## config.mk

```make
export PLATFORM = sky130hd
export DESIGN_NAME = exe_hazard_ctrl_flat
export DESIGN_NICKNAME = d
export VERILOG_FILES = /design/src/rtl/core_pkg.sv /design/src/rtl/exe_hazard_ctrl_if.sv /design/src/rtl/exe_hazard_ctrl_fwd_unit.sv /design/src/rtl/exe_hazard_ctrl.sv /design/src/flat_wrapper.sv
export SDC_FILE = /design/constraint.sdc
export NUM_CORES = 1
export LEC_CHECK = 0
export BUFFER_PORTS_ARGS = -buffer_cell sky130_fd_sc_hd__buf_4
export CAP_MARGIN = 20
export CORE_ASPECT_RATIO = 0.9
export CORE_MARGIN = 5
export CORE_UTILIZATION = 45
export CTS_CLUSTER_SIZE = 20
export DETAILED_ROUTE_END_ITERATION = 6
export PLACE_DENSITY_LB_ADDON = 0.3
export SLEW_MARGIN = 20
export SYNTH_ARGS = -nofsm -noshare
export SYNTH_HDL_FRONTEND = slang
export SYNTH_HIERARCHICAL = 1
export SYNTH_SLANG_ARGS = --single-unit
```

## constraint.sdc

```tcl
create_clock -name clk -period 2.36 [get_ports clk]
set_input_delay 0 -clock clk [delete_from_list [all_inputs] [get_ports clk]]
set_output_delay 0 -clock clk [all_outputs]
set_load 0.005 [all_outputs]
```

## src/rtl/core_pkg.sv

```systemverilog
// rtl/core_pkg.sv - shared constants and types for the execute hazard controller
package core_pkg;

  localparam int REG_ADDR_W = 4;

  // Operand mux selects: register file, MEM-stage result, WB-stage result
  localparam logic [1:0] SEL_REG = 2'b00;
  localparam logic [1:0] SEL_MEM = 2'b01;
  localparam logic [1:0] SEL_WB  = 2'b10;

  // NZCV bit positions inside the status register
  localparam int SR_N = 3;
  localparam int SR_Z = 2;
  localparam int SR_C = 1;
  localparam int SR_V = 0;

  typedef enum logic {
    RUN   = 1'b0,
    FLUSH = 1'b1
  } state_t;

endpackage

```

## src/rtl/exe_hazard_ctrl_if.sv

```systemverilog
// rtl/exe_hazard_ctrl_if.sv - pipeline-side signal bundle for the hazard controller
interface exe_hazard_ctrl_if
  import core_pkg::*;
#(
  parameter int CNT_W = 32
) ();

  logic                  fwd_en;
  logic [REG_ADDR_W-1:0] id_src1;
  logic [REG_ADDR_W-1:0] id_src2;
  logic                  id_two_src;
  logic                  id_valid;
  logic [REG_ADDR_W-1:0] exe_dest;
  logic                  exe_wb_en;
  logic                  exe_mem_r_en;
  logic                  exe_s;
  logic [3:0]            exe_status;
  logic [REG_ADDR_W-1:0] exe_src1;
  logic [REG_ADDR_W-1:0] exe_src2;
  logic [REG_ADDR_W-1:0] mem_dest;
  logic                  mem_wb_en;
  logic [REG_ADDR_W-1:0] wb_dest;
  logic                  wb_wb_en;
  logic                  branch_taken;

  logic                  freeze;
  logic                  flush;
  logic [1:0]            sel_src1;
  logic [1:0]            sel_src2;
  logic [3:0]            sr;
  logic [CNT_W-1:0]      stall_cnt;
  logic [CNT_W-1:0]      flush_cnt;

  // Pipeline side: drives stage information, consumes controls
  modport master (
    output fwd_en, id_src1, id_src2, id_two_src, id_valid,
           exe_dest, exe_wb_en, exe_mem_r_en, exe_s, exe_status, exe_src1, exe_src2,
           mem_dest, mem_wb_en, wb_dest, wb_wb_en, branch_taken,
    input  freeze, flush, sel_src1, sel_src2, sr, stall_cnt, flush_cnt
  );

  // Controller side
  modport slave (
    input  fwd_en, id_src1, id_src2, id_two_src, id_valid,
           exe_dest, exe_wb_en, exe_mem_r_en, exe_s, exe_status, exe_src1, exe_src2,
           mem_dest, mem_wb_en, wb_dest, wb_wb_en, branch_taken,
    output freeze, flush, sel_src1, sel_src2, sr, stall_cnt, flush_cnt
  );

endinterface

```

## src/rtl/exe_hazard_ctrl_fwd_unit.sv

```systemverilog
// rtl/exe_hazard_ctrl_fwd_unit.sv - combinational forwarding selects for the EXE operand muxes
module fwd_unit
  import core_pkg::*;
(
  input  logic                  en,
  input  logic [REG_ADDR_W-1:0] exe_src1,
  input  logic [REG_ADDR_W-1:0] exe_src2,
  input  logic [REG_ADDR_W-1:0] mem_dest,
  input  logic                  mem_wb_en,
  input  logic [REG_ADDR_W-1:0] wb_dest,
  input  logic                  wb_wb_en,
  output logic [1:0]            sel_src1,
  output logic [1:0]            sel_src2
);

  // MEM is the younger producer, so it wins over WB on a double match
  always_comb begin
    sel_src1 = SEL_REG;
    sel_src2 = SEL_REG;
    if (en) begin
      if (mem_wb_en && exe_src1 == mem_dest)     sel_src1 = SEL_MEM;
      else if (wb_wb_en && exe_src1 == wb_dest)  sel_src1 = SEL_WB;
      if (mem_wb_en && exe_src2 == mem_dest)     sel_src2 = SEL_MEM;
      else if (wb_wb_en && exe_src2 == wb_dest)  sel_src2 = SEL_WB;
    end
  end

endmodule

```

## src/rtl/exe_hazard_ctrl.sv

```systemverilog
// rtl/exe_hazard_ctrl.sv - hazard detection, stall/flush FSM, NZCV register and perf counters
module exe_hazard_ctrl
  import core_pkg::*;
#(
  parameter int FLUSH_CYCLES = 1,
  parameter int CNT_W        = 32
) (
  input  logic               clk,
  input  logic               rst,
  exe_hazard_ctrl_if.slave   bus
);

  localparam int FL_W = (FLUSH_CYCLES > 1) ? $clog2(FLUSH_CYCLES) : 1;

  state_t            state;
  logic [FL_W-1:0]   flush_left;
  logic [3:0]        sr;
  logic [CNT_W-1:0]  stall_cnt;
  logic [CNT_W-1:0]  flush_cnt;
  logic              m1;
  logic              m2;
  logic              hazard;
  logic              freeze;
  logic              flush;
  logic [1:0]        sel_src1;
  logic [1:0]        sel_src2;

  // RAW match of ID operands against EXE/MEM destinations; loads stall even when forwarding
  always_comb begin
    m1 = bus.id_valid & bus.exe_wb_en &
         ((bus.id_src1 == bus.exe_dest) | (bus.id_two_src & (bus.id_src2 == bus.exe_dest)));
    m2 = bus.id_valid & bus.mem_wb_en &
         ((bus.id_src1 == bus.mem_dest) | (bus.id_two_src & (bus.id_src2 == bus.mem_dest)));
    hazard = bus.fwd_en ? (m1 & bus.exe_mem_r_en) : (m1 | m2);
  end

  // Controls are combinational from state; a taken branch outranks a stall
  always_comb begin
    freeze = 1'b0;
    flush  = 1'b0;
    if (!rst) begin
      if (state == FLUSH) begin
        flush = 1'b1;
      end else begin
        flush  = bus.branch_taken;
        freeze = hazard & ~bus.branch_taken;
      end
    end
  end

  fwd_unit u_fwd (
    .en        (bus.fwd_en & ~rst),
    .exe_src1  (bus.exe_src1),
    .exe_src2  (bus.exe_src2),
    .mem_dest  (bus.mem_dest),
    .mem_wb_en (bus.mem_wb_en),
    .wb_dest   (bus.wb_dest),
    .wb_wb_en  (bus.wb_wb_en),
    .sel_src1  (sel_src1),
    .sel_src2  (sel_src2)
  );

  // Multi-cycle flush sequencing; branches seen while flushing are bubbles and ignored
  always_ff @(posedge clk) begin
    if (rst) begin
      state      <= RUN;
      flush_left <= '0;
    end else begin
      case (state)
        RUN: begin
          if (bus.branch_taken && FLUSH_CYCLES > 1) begin
            state      <= FLUSH;
            flush_left <= FL_W'(FLUSH_CYCLES - 1);
          end
        end
        FLUSH: begin
          flush_left <= flush_left - FL_W'(1);
          if (flush_left == FL_W'(1)) state <= RUN;
        end
        default: state <= RUN;
      endcase
    end
  end

  // Status register and saturating stall/flush counters
  always_ff @(posedge clk) begin
    if (rst) begin
      sr        <= '0;
      stall_cnt <= '0;
      flush_cnt <= '0;
    end else begin
      if (bus.exe_s && !flush) sr <= bus.exe_status;
      if (freeze && stall_cnt != '1) stall_cnt <= stall_cnt + CNT_W'(1);
      if (flush && flush_cnt != '1) flush_cnt <= flush_cnt + CNT_W'(1);
    end
  end

  assign bus.freeze    = freeze;
  assign bus.flush     = flush;
  assign bus.sel_src1  = sel_src1;
  assign bus.sel_src2  = sel_src2;
  assign bus.sr        = sr;
  assign bus.stall_cnt = stall_cnt;
  assign bus.flush_cnt = flush_cnt;

endmodule

```

## src/flat_wrapper.sv

```systemverilog
// flat-port wrapper written by rule: the top's interface ports become plain ports
module exe_hazard_ctrl_flat import core_pkg::*;
#(
  parameter int FLUSH_CYCLES = 1,
  parameter int CNT_W        = 32
)
  (clk, rst, bus_fwd_en, bus_id_src1, bus_id_src2, bus_id_two_src, bus_id_valid, bus_exe_dest, bus_exe_wb_en, bus_exe_mem_r_en, bus_exe_s, bus_exe_status, bus_exe_src1, bus_exe_src2, bus_mem_dest, bus_mem_wb_en, bus_wb_dest, bus_wb_wb_en, bus_branch_taken, bus_freeze, bus_flush, bus_sel_src1, bus_sel_src2, bus_sr, bus_stall_cnt, bus_flush_cnt);
  exe_hazard_ctrl_if #(.CNT_W(CNT_W)) bus_i ();
  input  logic clk;
  input  logic rst;
  input wire logic [$bits(bus_i.fwd_en)-1:0] bus_fwd_en;
  input wire logic [$bits(bus_i.id_src1)-1:0] bus_id_src1;
  input wire logic [$bits(bus_i.id_src2)-1:0] bus_id_src2;
  input wire logic [$bits(bus_i.id_two_src)-1:0] bus_id_two_src;
  input wire logic [$bits(bus_i.id_valid)-1:0] bus_id_valid;
  input wire logic [$bits(bus_i.exe_dest)-1:0] bus_exe_dest;
  input wire logic [$bits(bus_i.exe_wb_en)-1:0] bus_exe_wb_en;
  input wire logic [$bits(bus_i.exe_mem_r_en)-1:0] bus_exe_mem_r_en;
  input wire logic [$bits(bus_i.exe_s)-1:0] bus_exe_s;
  input wire logic [$bits(bus_i.exe_status)-1:0] bus_exe_status;
  input wire logic [$bits(bus_i.exe_src1)-1:0] bus_exe_src1;
  input wire logic [$bits(bus_i.exe_src2)-1:0] bus_exe_src2;
  input wire logic [$bits(bus_i.mem_dest)-1:0] bus_mem_dest;
  input wire logic [$bits(bus_i.mem_wb_en)-1:0] bus_mem_wb_en;
  input wire logic [$bits(bus_i.wb_dest)-1:0] bus_wb_dest;
  input wire logic [$bits(bus_i.wb_wb_en)-1:0] bus_wb_wb_en;
  input wire logic [$bits(bus_i.branch_taken)-1:0] bus_branch_taken;
  output wire logic [$bits(bus_i.freeze)-1:0] bus_freeze;
  output wire logic [$bits(bus_i.flush)-1:0] bus_flush;
  output wire logic [$bits(bus_i.sel_src1)-1:0] bus_sel_src1;
  output wire logic [$bits(bus_i.sel_src2)-1:0] bus_sel_src2;
  output wire logic [$bits(bus_i.sr)-1:0] bus_sr;
  output wire logic [$bits(bus_i.stall_cnt)-1:0] bus_stall_cnt;
  output wire logic [$bits(bus_i.flush_cnt)-1:0] bus_flush_cnt;
  assign bus_i.fwd_en = bus_fwd_en;
  assign bus_i.id_src1 = bus_id_src1;
  assign bus_i.id_src2 = bus_id_src2;
  assign bus_i.id_two_src = bus_id_two_src;
  assign bus_i.id_valid = bus_id_valid;
  assign bus_i.exe_dest = bus_exe_dest;
  assign bus_i.exe_wb_en = bus_exe_wb_en;
  assign bus_i.exe_mem_r_en = bus_exe_mem_r_en;
  assign bus_i.exe_s = bus_exe_s;
  assign bus_i.exe_status = bus_exe_status;
  assign bus_i.exe_src1 = bus_exe_src1;
  assign bus_i.exe_src2 = bus_exe_src2;
  assign bus_i.mem_dest = bus_mem_dest;
  assign bus_i.mem_wb_en = bus_mem_wb_en;
  assign bus_i.wb_dest = bus_wb_dest;
  assign bus_i.wb_wb_en = bus_wb_wb_en;
  assign bus_i.branch_taken = bus_branch_taken;
  assign bus_freeze = bus_i.freeze;
  assign bus_flush = bus_i.flush;
  assign bus_sel_src1 = bus_i.sel_src1;
  assign bus_sel_src2 = bus_i.sel_src2;
  assign bus_sr = bus_i.sr;
  assign bus_stall_cnt = bus_i.stall_cnt;
  assign bus_flush_cnt = bus_i.flush_cnt;
  exe_hazard_ctrl #(.FLUSH_CYCLES(FLUSH_CYCLES), .CNT_W(CNT_W)) u_core (.clk(clk), .rst(rst), .bus(bus_i));
endmodule
```

==> results.md <==
* Outcome: complete, no violations
* Synthesized area at 0.004050 mm²
* Ys async rst share at 0%
* Final Hold Viols at 0
* Met2 WL at 5368 µm
* Max cap viols at 0
* First-pass GRT wire length at 18510 µm
* Power, Total at 2.476 mW
* P&R area growth vs syn at 34.66%
* Slew Limit Headroom at 65.48%
* Final core utilization at 62.77%
* HP Class: primary input to register
* Initial Util at 46.62%
* PD cells at 453.9 mW/mm²
* Crit Path Class: register to register
* Final Slew Violations at 0
* Worst Max-Slew Pin Slew at 513.9 ps
* Commonest register cell after synthesis: dfxtp_1
* Drt first pass iters at 5
* Filler cells at 775
* Clock Path Buffers at 2
* Net Switching at 614.8 µW
* Drt via density at 5.569
* DIE HEIGHT at 100 µm
* Critical Path Start Type: register
* CP max FO at 7
* Met3 WL post-DR at 880 µm
* Min Tclk post-route at 2256 ps
* DR iter-0 viols at 317
* Met1 Wirelength at 5107 µm
* RSZ-0062 raised after global routing: false
* Via count at 4160
* Combinational share of power at 9.5%
* DIE WIDTH at 110 µm
* Non-Filler Instances at 747
* Layout cells sized above 1 at 28.98%
* Part of the power in registers at 48.2%
* CORE AREA at 0.008688 mm²
* CTS root buf: clkbuf_8
* Worst-path clk slew at 90 ps
* VDD IR-drop max at 0.3307 mV
* Core Rows at 32
* Setup ws final at 104.1 ps
* Crit path DAT at 2540 ps
* Syn Inst Count at 490
* Clk network pwr share at 42.3%
* Worst hold slack at 51.64 ps
* Die ar. at 0.01100 mm²
* Total Nets Final at 668
* Final setup fails at 0
* Syn Area/Cell at 8.266 µm²
* Buffers on Ports at 116
* Final period util at 95.59%
* Clock Skews at 15.18 ps
* Post-DR wirelength/cell at 15.34 µm
* Post-DP HPWL at 8568 µm
* Buffers & Inverters on Critical Path at 0
* Most frequent CP cell: or3_4
* Syn_nets at 535
* CTS H-tree lvls at 3
* Drc violations at 0
* Post-route ant nets at 0
* Seq/Total Area, Yosys at 34.60%
* Diodes inserted at 0
* Clock latency on the worst-skew pair at 350 ps
* Drt total wl at 11460 µm
* Max incr delay on CP at 430 ps
* Crit end category: register
* CP max stage cell: or3_4
* Reg area at 0.001401 mm²
* Global placer's final weighted congestion at 0.8664
* CP top delay family: simple AND/OR/NAND/NOR gates
* Area after DPL at 0.005136 mm²
* TNS Setup at 0 ps
* F_max at 443.3 MHz
* Initial antenna violation count at 0
* Largest net degree at the start of global routing at 53
* Placement Setup Slack at 96.25 ps
* Total CTS buffers at 9
* Sink Count at 70
* CP cell instances: and4_4, nand4_4, or3_4, or3_4, or4_1, a21oi_1
* # IOs at 117
* Area of the multi-input gates at 0.002540 mm²
* Leak at 2.117 nW
* Switching share of power at 24.83%
* Synthesized flop and latch total at 70
* Pint at 1.861 mW
* Post-CTS Setup Repair Bufs at 0
* Vias in the first global route at 3871
* Max layer used: met4
* Placed cell count at 722
* CTS tree: done
* Ys Warns at 6
* Synth cell types at 49
* Critical Path RT at 2640 ps
* Grt ovf at 0
* GRT Total Usage at 20.83%
* EDFF count, synth at 0
* Post-route cell area at 0.005454 mm²
## worst min-delay path: stages
cell	delay, ps
buf_4	110
nand2_1	100
nand2_1	90
a21oi_1	50
## area by class of cell
| cell class | instances | area share [%] |
|---|---|---|
| clock buffer | 11 | 2.776 |
| clock inverter | 5 | 1.170 |
| inverter | 8 | 0.5506 |
| multi-input combinational | 388 | 46.57 |
| sequential | 70 | 25.69 |
| tap | 119 | 2.730 |
| timing repair buffer | 146 | 20.51 |
## cell families (layout without fill, tap and decap cells)
group | count (synthesis) | count (layout) | synth area share [%]
adders and majority gates | 2 | 2 | 0.6178
and+or+nand+nor | 250 | 250 | 35.09
xor gates and xnor gates | 58 | 58 | 12.54
buffers and inverters | 32 | 170 | 3.151
AOI/OAI and AO/OA | 65 | 65 | 10.44
muxes | 13 | 13 | 3.553
DFF | 70 | 70 | 34.60
## routing by layer
layer,GRT usage [%],up-vias
met5,0,-
met4,5.177,0
met3,6.109,12
met2,33.54,162
met1,27.35,1920
li1,-,2066
## placed cells by master (no fill, tap or decap), types with 3 or more instances in the layout
cell type      instances
nor2_1                54
clkbuf_8              11
o31ai_1               10
inv_1                  8
nor2b_1               11
o311ai_0               4
buf_4                137
nor4_1                13
o41ai_1                3
nand3_1               32
or2_2                  4
nand2_1               30
nor3_1                15
and4_4                 3
xor2_1                36
xnor2_1               22
o21ai_0               10
and4_1                10
a31oi_1                4
nor4b_1                3
and3_1                 9
inv_6                  3
dfxtp_1               70
or3_1                 13
or4_1                 13
mux2_2                11
dlygate4sd3_1          9
nand4_1               22
a21oi_1               23
## path summary, 6_finish.rpt
check	start	endpoint	slack, ps	cells after the start
setup / recovery	u_core/bus.stall_cnt[10]	u_core/bus.stall_cnt[26]	100	6
setup reg to reg	u_core/bus.stall_cnt[10]	u_core/bus.stall_cnt[26]	100	6
hold / removal	bus_exe_s	u_core/bus.sr[3]	50	4
hold reg to reg	u_core/flush_left	u_core/state	440	1
## synthesized netlist by cell type (3+ instances only)
cell | count | area share (%)
xnor2_1 | 22 | 4.8
o31ai_1 | 10 | 1.9
nand4_1 | 22 | 3.4
nand3_1 | 32 | 4.0
o21ai_0 | 10 | 1.2
nor4_1 | 14 | 2.2
o311ai_0 | 4 | 0.86
and3_1 | 9 | 1.4
or3_1 | 13 | 2.0
or2_2 | 4 | 0.62
a31oi_1 | 4 | 0.62
inv_1 | 8 | 0.74
nor2_1 | 54 | 5.0
dfxtp_1 | 70 | 35
o41ai_1 | 3 | 0.65
nor3_1 | 15 | 1.9
nand2_1 | 30 | 2.8
a21oi_1 | 23 | 2.8
nor2b_1 | 11 | 1.7
or4_1 | 14 | 2.6
nor4b_1 | 3 | 0.65
and4_4 | 3 | 0.83
clkbuf_1 | 18 | 1.7
mux2_2 | 11 | 3.1
xor2_1 | 36 | 7.8
and4_1 | 10 | 2.2
## power groups by stage
stage	sequential, mW	combinational, mW	clock, mW
6_report	1.19	0.236	1.05
5_1_grt	1.19	0.257	1.13
2_1_floorplan	1.22	0.106	0
3_3_place_gp	1.22	0.218	0
3_5_place_dp	1.22	0.225	0
4_1_cts	1.19	0.236	1.08
## flip-flops by register name, summed over array words and instances (netlist names)
register              cells
u_core/bus.flush_cnt     32
u_core/bus.sr             4
u_core/bus.stall_cnt     32
u_core/flush_left         1
u_core/state              1
## what timing repair did
action / CTS / global route
gates resized for setup: 0 / 2
endpoints found under the setup margin: 0 / 5
hold buffers: 9 / 0
endpoints found under the hold margin: 16 / 0
Note: power is estimated with default switching activity, not from simulation.
